==> src/rtl/ats21_cmd_arbiter.sv <==
// ats21_cmd_arbiter: front-end command arbiter for the ATS21 timer core.
// Two clients each build a 32-bit instruction from two 16-bit words. Full
// instructions are screened (conflicts, illegal opcodes, mode permissions),
// mode-register writes (opcode 011) are absorbed locally, and everything else
// is handed round-robin to a single valid/ready command port.
// Optional build macro: ATS21_ARB_TIMEOUT_EN drops a command that stalls for
// TIMEOUT_CYCLES cycles and Nacks its source.
module ats21_cmd_arbiter #(
  parameter int TIMEOUT_CYCLES = 15
) (
  input  logic        clk,
  input  logic        reset,
  input  logic        reqA,
  input  logic [15:0] ctrlA,
  input  logic        reqB,
  input  logic [15:0] ctrlB,
  output logic [1:0]  busy,
  output logic [1:0]  stat_valid,
  output logic [1:0]  stat,
  output logic        cmd_valid,
  input  logic        cmd_ready,
  output logic [31:0] cmd_data,
  output logic        cmd_src
);

  typedef enum logic [1:0] {
    ST_IDLE = 2'd0,
    ST_HALF = 2'd1,
    ST_FULL = 2'd2
  } client_state_t;

  localparam logic [2:0] OP_NOP   = 3'b000;
  localparam logic [2:0] OP_MODE  = 3'b011;
  localparam logic [2:0] OP_ILLEG = 3'b100;

  // Client inputs gathered into indexable form (index 0 = A, 1 = B).
  logic [1:0]  w_req;
  logic [15:0] w_ctrl [2];

  assign w_req[0] = reqA;
  assign w_req[1] = reqB;
  assign w_ctrl[0] = ctrlA;
  assign w_ctrl[1] = ctrlB;

  // Status pulses, command register, round-robin pointer, mode register.
  logic [1:0]  r_stat_valid;
  logic [1:0]  r_stat;
  logic        r_cmd_valid;
  logic [31:0] r_cmd_data;
  logic        r_cmd_src;
  logic        r_rr_ptr;
  logic        r_active;
  logic [1:0]  r_clk_allow;
  logic [1:0]  r_alarm_allow;

  // Per-client view used by the arbiter.
  logic [1:0]  w_full;
  logic [1:0]  w_inflight;
  logic [1:0]  w_cand;
  logic [31:0] w_inst [2];

  genvar gi;
  generate
    for (gi = 0; gi < 2; gi++) begin : g_client
      client_state_t r_state;
      logic [31:0]   r_inst;

      // Two-word assembly; a full slot is released by its own status pulse.
      always_ff @(posedge clk) begin
        if (reset) begin
          r_state <= ST_IDLE;
          r_inst  <= '0;
        end else begin
          case (r_state)
            ST_IDLE: begin
              // Upper words with opcode 000 are nops and vanish silently.
              if (w_req[gi] && (w_ctrl[gi][15:13] != OP_NOP)) begin
                r_inst[31:16] <= w_ctrl[gi];
                r_state       <= ST_HALF;
              end
            end
            ST_HALF: begin
              if (w_req[gi]) begin
                r_inst[15:0] <= w_ctrl[gi];
                r_state      <= ST_FULL;
              end
            end
            ST_FULL: begin
              if (r_stat_valid[gi]) begin
                r_state <= ST_IDLE;
              end
            end
            default: r_state <= ST_IDLE;
          endcase
        end
      end

      assign w_full[gi]     = (r_state == ST_FULL);
      assign w_inst[gi]     = r_inst;
      assign w_inflight[gi] = r_cmd_valid && (r_cmd_src == 1'(gi));
      // A slot whose response is already on the wire is not re-arbitrated.
      assign w_cand[gi]     = w_full[gi] && !w_inflight[gi] && !r_stat_valid[gi];
    end
  endgenerate

  function automatic logic is_clk_op(input logic [2:0] op);
    return (op == 3'b001) || (op == 3'b010);
  endfunction

  function automatic logic is_alarm_op(input logic [2:0] op);
    return (op == 3'b101) || (op == 3'b110) || (op == 3'b111);
  endfunction

  logic [2:0] w_op0;
  logic [2:0] w_op1;
  logic       w_conflict;
  logic       w_accept;
  logic       w_arb_en;
  logic       w_both;
  logic       w_nack_both;
  logic       w_grant;
  logic       w_grant_src;
  logic [31:0] w_g_inst;
  logic [2:0] w_g_op;
  logic       w_g_local;
  logic       w_g_fwd;
  logic       w_to_fire;
  logic [1:0] w_sv_next;
  logic [1:0] w_st_next;

  assign w_op0 = w_inst[0][31:29];
  assign w_op1 = w_inst[1][31:29];

  // Pairs that target the same resource and cannot be ordered meaningfully.
  always_comb begin
    w_conflict = 1'b0;
    if ((w_op0 == OP_MODE) && (w_op1 == OP_MODE)) begin
      w_conflict = 1'b1;
    end
    if (is_clk_op(w_op0) && is_clk_op(w_op1) &&
        (w_inst[0][28:25] == w_inst[1][28:25])) begin
      w_conflict = 1'b1;
    end
    if (is_alarm_op(w_op0) && is_alarm_op(w_op1) &&
        (w_inst[0][28:24] == w_inst[1][28:24])) begin
      w_conflict = 1'b1;
    end
  end

  assign w_accept    = r_cmd_valid && cmd_ready;
  assign w_arb_en    = !r_cmd_valid || cmd_ready;
  assign w_both      = w_cand[0] && w_cand[1];
  assign w_nack_both = w_arb_en && w_both && w_conflict;
  assign w_grant     = w_arb_en && (w_cand != 2'b00) && !(w_both && w_conflict);
  // On a tie the client the pointer does not name wins.
  assign w_grant_src = w_both ? ~r_rr_ptr : w_cand[1];
  assign w_g_inst    = w_inst[w_grant_src];
  assign w_g_op      = w_g_inst[31:29];

  // Classify the granted instruction: local mode write, forward, or Nack.
  always_comb begin
    w_g_local = 1'b0;
    w_g_fwd   = 1'b0;
    if (w_g_op == OP_MODE) begin
      w_g_local = 1'b1;
    end else if (w_g_op == OP_ILLEG) begin
      w_g_fwd = 1'b0;
    end else if (!r_active) begin
      w_g_fwd = 1'b0;
    end else if (is_clk_op(w_g_op) && r_clk_allow[w_grant_src]) begin
      w_g_fwd = 1'b1;
    end else if (is_alarm_op(w_g_op) && r_alarm_allow[w_grant_src]) begin
      w_g_fwd = 1'b1;
    end
  end

`ifdef ATS21_ARB_TIMEOUT_EN
  localparam int TO_W = (TIMEOUT_CYCLES > 1) ? $clog2(TIMEOUT_CYCLES) : 1;

  logic [TO_W-1:0] r_to_cnt;

  assign w_to_fire = r_cmd_valid && !cmd_ready &&
                     (r_to_cnt == TO_W'(TIMEOUT_CYCLES - 1));

  // Count consecutive stalled cycles of the command port.
  always_ff @(posedge clk) begin
    if (reset || !r_cmd_valid || cmd_ready || w_to_fire) begin
      r_to_cnt <= '0;
    end else begin
      r_to_cnt <= r_to_cnt + 1'b1;
    end
  end
`else
  // Timeout disabled: the term is constant zero and only keeps the
  // parameter referenced.
  assign w_to_fire = (TIMEOUT_CYCLES < 0);
`endif

  // Next-cycle status pulses; the sources never target the same client.
  always_comb begin
    w_sv_next = 2'b00;
    w_st_next = 2'b00;
    if (w_accept) begin
      w_sv_next[r_cmd_src] = 1'b1;
      w_st_next[r_cmd_src] = 1'b1;
    end
    if (w_to_fire) begin
      w_sv_next[r_cmd_src] = 1'b1;
      w_st_next[r_cmd_src] = 1'b0;
    end
    if (w_nack_both) begin
      w_sv_next = 2'b11;
      w_st_next = 2'b00;
    end
    if (w_grant && !w_g_fwd) begin
      w_sv_next[w_grant_src] = 1'b1;
      w_st_next[w_grant_src] = w_g_local;
    end
  end

  // Register status pulses.
  always_ff @(posedge clk) begin
    if (reset) begin
      r_stat_valid <= 2'b00;
      r_stat       <= 2'b00;
    end else begin
      r_stat_valid <= w_sv_next;
      r_stat       <= w_st_next;
    end
  end

  // Command register: cleared on accept/timeout, reloaded by a forward grant.
  always_ff @(posedge clk) begin
    if (reset) begin
      r_cmd_valid <= 1'b0;
      r_cmd_data  <= '0;
      r_cmd_src   <= 1'b0;
    end else begin
      if (w_accept || w_to_fire) begin
        r_cmd_valid <= 1'b0;
      end
      if (w_grant && w_g_fwd) begin
        r_cmd_valid <= 1'b1;
        r_cmd_data  <= w_g_inst;
        r_cmd_src   <= w_grant_src;
      end
    end
  end

  // Round-robin pointer follows every grant; resets to B so A wins first.
  always_ff @(posedge clk) begin
    if (reset) begin
      r_rr_ptr <= 1'b1;
    end else if (w_grant) begin
      r_rr_ptr <= w_grant_src;
    end
  end

  // Mode register, written only by a granted opcode-011 instruction.
  always_ff @(posedge clk) begin
    if (reset) begin
      r_active      <= 1'b1;
      r_clk_allow   <= 2'b11;
      r_alarm_allow <= 2'b11;
    end else if (w_grant && w_g_local) begin
      r_active                   <= w_g_inst[28];
      r_alarm_allow[w_grant_src] <= w_g_inst[27];
      r_clk_allow[w_grant_src]   <= w_g_inst[25];
    end
  end

  assign busy       = w_full;
  assign stat_valid = r_stat_valid;
  assign stat       = r_stat;
  assign cmd_valid  = r_cmd_valid;
  assign cmd_data   = r_cmd_data;
  assign cmd_src    = r_cmd_src;

endmodule

==> config.mk <==
export PLATFORM = sky130hd
export DESIGN_NAME = ats21_cmd_arbiter
export DESIGN_NICKNAME = d
export VERILOG_FILES = /design/src/rtl/ats21_cmd_arbiter.sv
export SDC_FILE = /design/constraint.sdc
export NUM_CORES = 1
export LEC_CHECK = 0
export BUFFER_PORTS_ARGS = -buffer_cell sky130_fd_sc_hd__buf_2
export CAP_MARGIN = 10
export CORE_UTILIZATION = 60
export CTS_CLUSTER_DIAMETER = 30
export DETAILED_ROUTE_END_ITERATION = 6
export HOLD_SLACK_MARGIN = 0.12
export PLACE_DENSITY = 0.92
export RECOVER_POWER = 50
export SYNTH_ARGS = -nofsm -noshare
export SYNTH_HDL_FRONTEND = slang
export SYNTH_SLANG_ARGS = --single-unit
==> constraint.sdc <==
create_clock -name clk -period 5 [get_ports clk]
set_input_delay 1 -clock clk [delete_from_list [all_inputs] [get_ports clk]]
set_output_delay 1 -clock clk [all_outputs]
set_load 0.02 [all_outputs]
==> flow_summary.ini <==
[grt]
global_route_wire_length_before_repair_um = 18700
antenna_found_initial = 0
maximum_number_of_pins_on_one_net_before_global_route_repair = 115
first_global_vias = 3912
grt-ovfl-total = 0
global_route_total_usage_across_every_layer = 0.290

[sta]
report.final.slew_viol_count = 115
setup_slack_ns = 2.28
fin_tns_setup_ns = 0
fin_crit_sh = 0.543
timing.clock.skew_ns = 0.0103
worst-slew-pin-transition_ns = 2.20
final.min_clock_period_ns = 2.72
rsz0062_at_grt = no
timing_hold_violations_final = 0
timing.max_slew.rel_slack = -0.468
max_freq_ghz = 0.368
report.final.setup_viol = 0

[synthesis]
synth.ff_latch_count = 112
post_synth_inst_count = 523
most_used_dff_post_synth = sky130_fd_sc_hd__dfxtp_1
synth-edff-count = 0
synth.yosys.seq_area_share = 0.484
mappedNetlistNets = 560
async_flop_share = 0
synth.yosys.warnings = 0
avgSynthCellArea_um2 = 8.85
post_syn_area_um2 = 4630
netlist-cell-type-count = 48

[flow_run]
max_cap_violations = 1

[die]
floorplan.die.width_um = 89.8
placement_rows = 31
die_h_um = 89.8
initial_core_utilization = 0.628
design.core.area_um2 = 7370
boundaryPins = 77
die_area_um2 = 8070

[placement]
gp_congestion = 0.847
dp_cells = 664
io_buffer_count = 76
pre_cts_ws_ns = 2.04
detailedPlacementHpwl_um = 7410

[detailed_routing]
drt_first_pass_iters = 5
totalWireLength_um = 11400
post_drt_via_cell_ratio = 6.00
wire_per_inst_um = 16.7
detailedRoute.firstIterationViolations = 314
final_antenna_net_count = 0
routed-via-count = 4089
drc = 0

[setup_path]
worst-endpoint-required_ns = 5.25
timing.critical_path.fanout_max = 28
worst_path_largest_cell_delay_ns = 0.65
timing.critical_path.arrival_ns = 2.96
crit_path_end_kind = flop
critPathKind = flop to flop
critical_path.slowest_cell = sky130_fd_sc_hd__a2111o_1
critPathLaunchType = flop
crit_chain = xor2_1, nor3_1, nand3_1, a2111o_1, buf_4, and3_1, a211o_1

[status]
outcome = complete, but fails checks
failing_checks = max-capacitance violations, max-slew violations

[pwr]
power_mw = 1.73
vdd_ir_drop_max_v = 0.000181
p_leak_nw = 1.82
power_density_nw_per_um2 = 332

[hold_path]
min-delay-path-class = flop to flop

[finish]
layout_commonest_cell = sky130_fd_sc_hd__dfxtp_1
fin_nets = 614
syn2layout_area_growth_pct = 12.2
layout.cells.most_common_list = 112 x sky130_fd_sc_hd__dfxtp_1, 105 x sky130_fd_sc_hd__nand2_1, 86 x sky130_fd_sc_hd__a21oi_1
final-instance-count-excl-fill = 681
final.fill_count = 576
antenna_cells = 0
drive_gt1_frac = 0.122

[clock_network]
clock-sinks = 112
htree_levels = 3
cts_made_buffers = 9
clk-insertion-delay-late_ns = 0.37
clkSlewWorstSetupHoldPaths_ns = 0.10
tritoncts = yes
post-cts-setup-buffers = 0
cts-hold-fix-buffers = 0
ctsLongestPathBuffers = 2
cts-resized-gates = 0
cts.root.buffer_cell = sky130_fd_sc_hd__clkbuf_8
==> cell usage after synthesis, types with 5 or more instances <==
cell type / count / share of area
sky130_fd_sc_hd__buf_4: 7 / 0.011
sky130_fd_sc_hd__nor2_1: 32 / 0.026
sky130_fd_sc_hd__nand2b_1: 5 / 0.0068
sky130_fd_sc_hd__buf_2: 5 / 0.0054
sky130_fd_sc_hd__a21oi_1: 86 / 0.093
sky130_fd_sc_hd__clkbuf_1: 24 / 0.019
sky130_fd_sc_hd__nand2_1: 105 / 0.085
sky130_fd_sc_hd__a211oi_1: 32 / 0.052
sky130_fd_sc_hd__dfxtp_1: 112 / 0.48
sky130_fd_sc_hd__mux2i_1: 51 / 0.11
==> state kept, by name, summed over array words and instances (netlist names) <==
signal,flops
stat,2
stat_valid,2
cmd_data,32
r_alarm_allow,2
r_rr_ptr,1
r_clk_allow,2
cmd_valid,1
cmd_src,1
g_client.r_state,4
g_client.r_inst,64
r_active,1
==> cell families after synthesis <==
family | after synthesis | synth area share
flops | 112 | 0.484
compound gates | 140 | 0.189
xor+xnor | 6 | 0.0114
simple gates | 172 | 0.161
mux | 52 | 0.113
buf+inv | 41 | 0.0419
==> power by group <==
group          internal [mW]  switching, mW  total (mW)
clock network          0.247          0.295       0.542
registers              0.934         0.0314       0.965
logic                 0.0817          0.137       0.218
==> worst paths after layout <==
path / start / endpoint / slack (ns) / cells after the start
worst max-delay path: g_client[0].r_inst[25] / r_clk_allow[0] / 2.28 / 7
worst min-delay path: g_client[0].r_inst[19] / g_client[0].r_inst[19] / 0.46 / 2
worst max register to register: g_client[0].r_inst[25] / r_clk_allow[0] / 2.28 / 7
worst min register to register: g_client[0].r_inst[19] / g_client[0].r_inst[19] / 0.46 / 2
==> metrics by stage <==
stage / hold slack [ns] / instance area, um2 / util
after floorplan: 0.426 / 4630 / -
after global placement: 0.438 / 5010 / 0.680
after detailed placement: 0.446 / 5010 / 0.680
after CTS: 0.460 / 5210 / 0.707
after global routing: 0.477 / 5190 / 0.705
final: 0.461 / 5190 / 0.705
==> metal layers <==
metal / track usage / wire [um]
met1: 0.373 / 4800
met2: 0.486 / 5540
met3: 0.0381 / 749
met4: 0.128 / 273
met5: 0 / 0
==> layout make-up <==
class | count | area, um2 | share of cell area
clock buffers | 12 | 145 | 0.0280
clock inverters | 4 | 51.3 | 0.00988
inverters | 2 | 7.51 | 0.00145
multi-input cells | 370 | 2220 | 0.427
flip-flops and latches | 112 | 2240 | 0.432
well taps | 99 | 124 | 0.0239
repair buffers | 82 | 404 | 0.0778
==> critical path: cells and delay by family (launching register included) <==
| family | cells | cell delay (ns) |
|---|---|---|
| DFF | 1 | 0.36 |
| and+or+nand+nor | 3 | 0.82 |
| buffers and inverters | 1 | 0.33 |
| xor gates and xnor gates | 1 | 0.18 |
| AOI/OAI and AO/OA | 2 | 0.90 |
Power figures use the tool's default switching activity.
